===== config.mk =====
export PLATFORM = sky130hd
export DESIGN_NAME = sfft_stream_decoder
export DESIGN_NICKNAME = d
export VERILOG_FILES = /design/src/rtl/sfft_stream_decoder.sv
export SDC_FILE = /design/constraint.sdc
export NUM_CORES = 1
export LEC_CHECK = 0
export CORE_ASPECT_RATIO = 1.1
export CORE_MARGIN = 8
export CORE_UTILIZATION = 50
export CTS_BUF_LIST = sky130_fd_sc_hd__clkbuf_4
export CTS_CLUSTER_DIAMETER = 50
export DETAILED_ROUTE_END_ITERATION = 10
export GPL_TIMING_DRIVEN = 0
export PLACE_DENSITY_LB_ADDON = 0.08
export SLEW_MARGIN = 20
export SYNTH_ARGS = -nofsm -noshare
export SYNTH_HDL_FRONTEND = slang
export SYNTH_SLANG_ARGS = --single-unit

===== constraint.sdc =====
create_clock -name iClk -period 5 [get_ports iClk]
set_input_delay 1 -clock iClk [delete_from_list [all_inputs] [get_ports iClk]]
set_output_delay 1 -clock iClk [all_outputs]
set_load 0.02 [all_outputs]

===== src/rtl/sfft_stream_decoder.sv =====
// Counts ones on each real/imag unary lane over a 2^BITWIDTH-cycle window and
// presents the latched totals through a valid/ready handshake with sticky overrun.
module sfft_stream_decoder #(
  parameter  int BITWIDTH  = 8,
  parameter  int NUMINPUTS = 8,
  localparam int CW        = BITWIDTH + 1
) (
  input  logic                    iClk,
  input  logic                    iRstN,
  input  logic                    iEn,
  input  logic                    iClr,
  input  logic [NUMINPUTS-1:0]    iReal,
  input  logic [NUMINPUTS-1:0]    iImg,
  input  logic                    iReady,
  output logic [NUMINPUTS*CW-1:0] oReal,
  output logic [NUMINPUTS*CW-1:0] oImg,
  output logic                    oValid,
  output logic                    oOvf
);

  localparam logic [BITWIDTH-1:0] WCNT_ONE = {{(BITWIDTH-1){1'b0}}, 1'b1};

  logic [BITWIDTH-1:0]     wcnt_q, wcnt_d;
  logic [CW-1:0]           acc_re_q [NUMINPUTS];
  logic [CW-1:0]           acc_re_d [NUMINPUTS];
  logic [CW-1:0]           acc_im_q [NUMINPUTS];
  logic [CW-1:0]           acc_im_d [NUMINPUTS];
  logic [NUMINPUTS*CW-1:0] out_re_q, out_re_d;
  logic [NUMINPUTS*CW-1:0] out_im_q, out_im_d;
  logic                    valid_q, valid_d;
  logic                    ovf_q, ovf_d;
  logic                    last_cyc;
  logic                    complete;
  logic                    transfer;

  always_comb begin
    wcnt_d   = wcnt_q;
    acc_re_d = acc_re_q;
    acc_im_d = acc_im_q;
    out_re_d = out_re_q;
    out_im_d = out_im_q;
    valid_d  = valid_q;
    ovf_d    = ovf_q;
    last_cyc = (wcnt_q == {BITWIDTH{1'b1}});
    complete = iEn && !iClr && last_cyc;
    transfer = valid_q && iReady;

    if (iClr) begin
      wcnt_d  = '0;
      valid_d = 1'b0;
      ovf_d   = 1'b0;
      for (int k = 0; k < NUMINPUTS; k++) begin
        acc_re_d[k] = '0;
        acc_im_d[k] = '0;
      end
    end else begin
      if (iEn) begin
        wcnt_d = wcnt_q + WCNT_ONE;
        for (int k = 0; k < NUMINPUTS; k++) begin
          if (last_cyc) begin
            out_re_d[k*CW +: CW] = acc_re_q[k] + CW'(iReal[k]);
            out_im_d[k*CW +: CW] = acc_im_q[k] + CW'(iImg[k]);
            acc_re_d[k]          = '0;
            acc_im_d[k]          = '0;
          end else begin
            acc_re_d[k] = acc_re_q[k] + CW'(iReal[k]);
            acc_im_d[k] = acc_im_q[k] + CW'(iImg[k]);
          end
        end
      end
      // A completion always leaves valid set; overrun only if the old result was never taken.
      if (complete) begin
        valid_d = 1'b1;
        if (valid_q && !iReady) ovf_d = 1'b1;
      end else if (transfer) begin
        valid_d = 1'b0;
      end
    end
  end

  always_ff @(posedge iClk or negedge iRstN) begin
    if (!iRstN) begin
      wcnt_q   <= '0;
      out_re_q <= '0;
      out_im_q <= '0;
      valid_q  <= 1'b0;
      ovf_q    <= 1'b0;
      for (int k = 0; k < NUMINPUTS; k++) begin
        acc_re_q[k] <= '0;
        acc_im_q[k] <= '0;
      end
    end else begin
      wcnt_q   <= wcnt_d;
      acc_re_q <= acc_re_d;
      acc_im_q <= acc_im_d;
      out_re_q <= out_re_d;
      out_im_q <= out_im_d;
      valid_q  <= valid_d;
      ovf_q    <= ovf_d;
    end
  end

  assign oReal  = out_re_q;
  assign oImg   = out_im_q;
  assign oValid = valid_q;
  assign oOvf   = ovf_q;

endmodule


==> out/results.tsv, run 1 <==
metric	value	unit
outcome	complete, no violations	
timing.critical_path.slowest_stage_cell	sky130_fd_sc_hd__clkdlybuf4s50_1	
antenna_violations_before_repair	2	
fillCellCount	2444	
worst_path_arrival_time	1.71	ns
power.sequential.fraction	0.514	
core_area	27700	sq um
die_ar	33700	sq um
layout_common_cells	sky130_fd_sc_hd__dfrtp_1, sky130_fd_sc_hd__a21oi_1, sky130_fd_sc_hd__clkdlybuf4s50_1	
synth_enable_flop_cells	0	
slew_headroom	0.336	
dpl.hpwl	25900	microns
remaining_drc_errors	0	
fraction_of_synthesized_cell_area_in_xor_and_xnor_cells	0.0723	
cts.sink_count	298	
synth.ff_latch_count	298	
synthMuxAreaShare	0.0255	
area_fraction_in_compound_gates_after_synthesis	0.163	
cts.root.buffer_cell	sky130_fd_sc_hd__clkbuf_4	
floorplan.die.height	192	microns
reg2reg_from	wcnt_q[0]$_DFFE_PN0P_	
design.portCount	167	
routed_wire_length_per_instance	19.0	microns
synth_top_flop_cell	sky130_fd_sc_hd__dfrtp_1	
report.final.setup_viol	0	
layout.cells.most_common	sky130_fd_sc_hd__dfrtp_1	
cpPeakStageDelay	0.63	ns
synth-async-reset-ratio	1.00	
main_combinational_cell_family_by_area_after_synthesis	compound AO/OA/AOI/OAI gates	
pwr-share-comb	0.058	
worst_slack	2.29	ns
gr-usage-all-layers	0.229	
sw_frac_of_total	0.252	
critPathRequiredTime	4.00	ns
synth.yosys.warnings	0	
max_frequency	0.369	GHz
postLayoutCoreUtil	0.620	
rsz_0062_raised_after_global_routing	no	
timing.hold.ws	0.203	ns
synth_nets	1420	
netlist_instances	1354	
design.final.nets	1668	
ctsHoldBuffers	0	
worstPathCellList	clkdlybuf4s50_1	
die-width	176	microns
tritoncts_buffer_count	79	
cts.htree.levels	3	
max_cap_viol_count	0	
final_cell_area	17200	sq um
wire_length_of_the_first_global_routing_pass	61600	microns
detail-route-antenna-nets	0	
synth_simple_gate_area_share	0.133	
total_leakage_power	7.76	nW
timing.final.crit_period	2.71	ns
initial_core_util	0.507	
worst_setup_path_start_kind	flip-flop	
placementRows	64	
layout-drive-gt1-share	0.131	
timing.critical_path.to_type	primary output	
post-route-period-util	0.542	
r2r_setup_slk	2.53	ns
post_synth_fa_ha_maj_area_fraction	0.0401	
first_pass_iters	5	
worst_skew_pair.late_latency	0.68	ns
post_cts.repair.setup_buffers	0	
drt-vias-per-instance	5.59	
crit_start	oReal[53]$_DFFE_PN0P_	
timing.critical_path.max_delay_family	buffers and inverters	
critPathMaxFanout	2	
post_cts.resized_instances	0	
power.share.clock	0.429	
synth_sequential_area_ratio	0.531	
worst_pin_slew	0.995	ns
report.final.slew_viol_count	0	
place_congestion	0.825	
clock_tree_from_tritoncts	yes	
route.vias.total	11300	
path_clk_slew	0.07	ns
drtIter0Drc	772	
netlist_area	14100	sq um
drt_wl_total	38300	microns
vdd.ir_drop.worst	0.140	mV
clockBufferDepth	3	
ys_types	43	
crit_type	reg -> out	
hold_viol	0	
worst_hold_path_type	in -> async	
internal_power	3.59	mW
pre_cts_ws	2.00	ns
critical_path.n_buffers_inverters	1	
power.density_cell_area	279	nW/um^2
portBuffers	164	
postSynthAreaPerCell	10.4	sq um
fin_skew	0.0288	ns
vias_in_the_first_global_route	11500	
layout-area-overhead-vs-synth	22.2	%
p_switching	1.21	mW
placed_cell_area	16200	sq um
total_congestion_overflow_after_global_routing	0	
grt_start_max_net_pins	96	
-- metal layers --
| metal | track usage | up-vias | part of all wire |
|---|---|---|---|
| met3 | 0.0507 | 71 | 0.060 |
| met4 | 0.0900 | 2 | 0.027 |
| met2 | 0.379 | 313 | 0.48 |
| met5 | 0 | - | 0.00031 |
| li1 | - | 5363 | - |
| met1 | 0.288 | 5523 | 0.44 |
-- stage by stage --
stage                     power, mW  std cells  TNS (ns)
after detailed placement       2.79       1884         0
after CTS                      4.85       2016         0
after global placement         2.78       1881  -3099.78
final                          4.79       2017         0
after floorplan                2.64       1354         0
after global routing           5.03       2017         0
-- cells by family (layout without fill, tap and decap cells) --
group	count (synthesis)	after routing
compound gates	380	380
mux	32	32
flops	298	298
fa+ha+maj	45	45
buf+inv	97	396
other cells	0	1
xor+xnor	116	116
simple gates	386	386
-- cell type report --
type                       instances  area (sq um)  area share
buffer                            91           479      0.0279
clock inverter                    22           111     0.00648
timing repair buffer             167          1730       0.101
multi-input combinational        959          6100       0.355
tap                              363           454      0.0264
clock buffer                     110           826      0.0481
inverter                           6          22.5     0.00131
antenna                            1          2.50    0.000146
sequential                       298          7460       0.434
-- final timing paths --
path,cells after the start,to
min reg2reg,1,acc_re_q[53]$_DFFE_PN0P_
min in group iClk,1,acc_re_q[53]$_DFFE_PN0P_
max reg2reg,6,acc_im_q[38]$_DFFE_PN0P_
max in group asynchronous,3,oImg[33]$_DFFE_PN0P_
max,1,oReal[53]
min,1,oReal[39]$_DFFE_PN0P_
-- cells in the mapped netlist, types with 3 or more instances --
cell type	number	area, sq um
sky130_fd_sc_hd__clkbuf_1	40	150
sky130_fd_sc_hd__buf_6	5	56.3
sky130_fd_sc_hd__nand4_1	21	131
sky130_fd_sc_hd__a31oi_1	75	469
sky130_fd_sc_hd__dfrtp_1	298	7460
sky130_fd_sc_hd__or3_1	4	25.0
sky130_fd_sc_hd__and3_1	48	300
sky130_fd_sc_hd__nor2b_1	4	25.0
sky130_fd_sc_hd__mux2_2	31	349
sky130_fd_sc_hd__nand3_1	39	195
sky130_fd_sc_hd__buf_4	17	128
sky130_fd_sc_hd__xnor2_1	81	709
sky130_fd_sc_hd__o21ai_0	50	250
sky130_fd_sc_hd__nor3b_1	6	45.0
sky130_fd_sc_hd__ha_1	45	563
sky130_fd_sc_hd__a41oi_1	14	123
sky130_fd_sc_hd__nand2b_1	40	250
sky130_fd_sc_hd__o211ai_1	6	45.0
sky130_fd_sc_hd__nand2_1	65	244
sky130_fd_sc_hd__nor3_1	3	15.0
sky130_fd_sc_hd__a22o_1	35	307
sky130_fd_sc_hd__a21oi_2	10	87.6
sky130_fd_sc_hd__xor2_1	35	307
sky130_fd_sc_hd__and4_1	5	43.8
sky130_fd_sc_hd__buf_2	28	140
sky130_fd_sc_hd__nor2_1	144	541
sky130_fd_sc_hd__a21oi_1	177	886
sky130_fd_sc_hd__inv_1	5	18.8
-- registers in the layout, indices dropped and copies added (netlist names) --
signal / cells
acc_im_q: 72
acc_re_q: 72
oImg: 72
oOvf: 1
oReal: 72
oValid: 1
wcnt_q: 8
-- power by group through the flow --
stage | clock network (mW) | logic [mW] | registers [mW]
3_5_place_dp | 0 | 0.280 | 2.51
3_3_place_gp | 0 | 0.268 | 2.51
5_1_grt | 2.26 | 0.309 | 2.46
2_1_floorplan | 0 | 0.138 | 2.50
6_report | 2.05 | 0.277 | 2.46
4_1_cts | 2.11 | 0.281 | 2.46
No activity file was read; power rests on OpenSTA's default activity.
==> run 2, diff against run 1 <==
clock period = 2.2 ns   (was 5 ns; I/O delays follow)
==> out/results.tsv, run 2 (same netlist as run 1, synthesis figures left out) <==
metric	value	unit	change
path_clk_slew	0.07	ns	about the same
tritoncts_buffer_count	79		unchanged
slew_headroom	0.372		+0.0358
gr-usage-all-layers	0.229		about the same
reg2reg_from	wcnt_q[0]$_DFFE_PN0P_		
place_congestion	0.825		unchanged
worst_path_arrival_time	1.69	ns	-0.02 ns
crit_start	oImg[24]$_DFFE_PN0P_		
cts.sink_count	298		unchanged
critical_path.n_buffers_inverters	1		unchanged
worst_hold_path_type	in -> reg		
critPathRequiredTime	1.76	ns	-2.24 ns
portBuffers	164		unchanged
grt_start_max_net_pins	96		unchanged
report.final.slew_viol_count	0		unchanged
timing.final.crit_period	2.13	ns	
fin_skew	0.0315	ns	+0.00262 ns
layout-drive-gt1-share	0.135		+0.00476
total_congestion_overflow_after_global_routing	0		unchanged
critPathMaxFanout	2		unchanged
drt-vias-per-instance	5.59		about the same
fillCellCount	2439		-0.20%
routed_wire_length_per_instance	18.9	microns	-0.18%
timing.critical_path.to_type	primary output		
first_pass_iters	5		unchanged
placementRows	64		unchanged
totalPowerFinal	10.9	mW	+130%
total_leakage_power	7.83	nW	+0.84%
worstPathCellList	clkdlybuf4s50_1		
outcome	complete, no violations		
layout-area-overhead-vs-synth	22.4	%	
layout.cells.most_common	sky130_fd_sc_hd__dfrtp_1		
remaining_drc_errors	0		unchanged
timing.critical_path.max_delay_family	buffers and inverters		
floorplan.die.height	192	microns	unchanged
die-width	176	microns	unchanged
die_ar	33700	sq um	unchanged
clock_tree_from_tritoncts	yes		
core_area	27700	sq um	unchanged
timing.critical_path.slowest_stage_cell	sky130_fd_sc_hd__clkdlybuf4s50_1		
detail-route-antenna-nets	0		unchanged
worst_skew_pair.late_latency	0.68	ns	about the same
dpl.hpwl	25900	microns	unchanged
initial_core_util	0.507		unchanged
power.density_cell_area	633	nW/um^2	+130%
setup_tns	0	ns	unchanged
drt_wl_total	38200	microns	-0.13%
post-route-period-util	0.967		
cts.htree.levels	3		unchanged
design.final.nets	1669		+0.060%
worst_pin_slew	0.938	ns	-0.0571 ns
route.vias.total	11300		+0.035%
rsz_0062_raised_after_global_routing	no		
vias_in_the_first_global_route	11500		+0.069%
cpPeakStageDelay	0.63	ns	about the same
drtIter0Drc	850		+10%
wire_length_of_the_first_global_routing_pass	61700	microns	+0.10%
crit_type	reg -> out		
hold_viol	0		unchanged
vdd.ir_drop.worst	0.319	mV	+130%
worst_setup_path_start_kind	flip-flop		
max_frequency	0.470	GHz	
layout_common_cells	sky130_fd_sc_hd__dfrtp_1, sky130_fd_sc_hd__a21oi_1, sky130_fd_sc_hd__clkdlybuf4s50_1		
min-delay-start	iClr		
clockBufferDepth	3		unchanged
max_cap_viol_count	0		unchanged
design.portCount	167		unchanged
report.final.setup_viol	0		unchanged
cts.root.buffer_cell	sky130_fd_sc_hd__clkbuf_4		
antenna_violations_before_repair	2		unchanged
==> run 2: area by class of cell <==
type	instances	area, sq um	share of cell area
well taps	363	454	0.0264
repair buffers	168	1740	0.101
clock buffers	110	826	0.0480
flip-flops and latches	298	7460	0.433
diodes	1	2.50	0.000145
inverters	6	22.5	0.00131
plain buffers	91	487	0.0283
multi-input cells	959	6100	0.355
clock inverters	22	111	0.00647
==> run 2: metal layers <==
metal,GRT usage,part of all wire
met5,0,0.00031
met1,0.288,0.43
met3,0.0507,0.062
met2,0.380,0.48
met4,0.0900,0.027
==> run 2: timing repair <==
action,in CTS,in global routing
gates resized for setup,6,10
endpoints found under the hold margin,34,0
endpoints found under the setup margin,51,18
hold buffers,1,0
setup buffers,0,0
==> run 2: where the power goes <==
group / switching (mW) / internal (mW)
Combinational: 0.429 / 0.201
Sequential: 0.0552 / 5.54
Clock: 2.26 / 2.41
Total: 2.74 / 8.15
==> run 2: stage by stage <==
step | hold slack (ns) | area, sq um | setup WS [ns] | util | std cells
after global routing | 0.172 | 17200 | 0.000563 | 0.621 | 2018
after CTS | 0.141 | 17200 | 0.00162 | 0.620 | 2017
final | 0.168 | 17200 | 0.0735 | 0.621 | 2018
after detailed placement | 0.338 | 16200 | -0.237 | 0.586 | 1884
after global placement | 0.473 | 16200 | -12.68 | 0.583 | 1881
after floorplan | 0.144 | 14100 | 0.513 | - | 1354
==> run 2: worst paths after layout <==
path / depth (start not counted) / slack [ns] / endpoint
max reg2reg: 6 / 0.10 / acc_im_q[38]$_DFFE_PN0P_
max in group asynchronous: 4 / 0.73 / oImg[33]$_DFFE_PN0P_
min reg2reg: 1 / 0.50 / acc_re_q[8]$_DFFE_PN0P_
min: 3 / 0.17 / acc_im_q[50]$_DFFE_PN0P_
min in group asynchronous: 2 / 0.25 / oReal[39]$_DFFE_PN0P_
max: 1 / 0.07 / oImg[24]
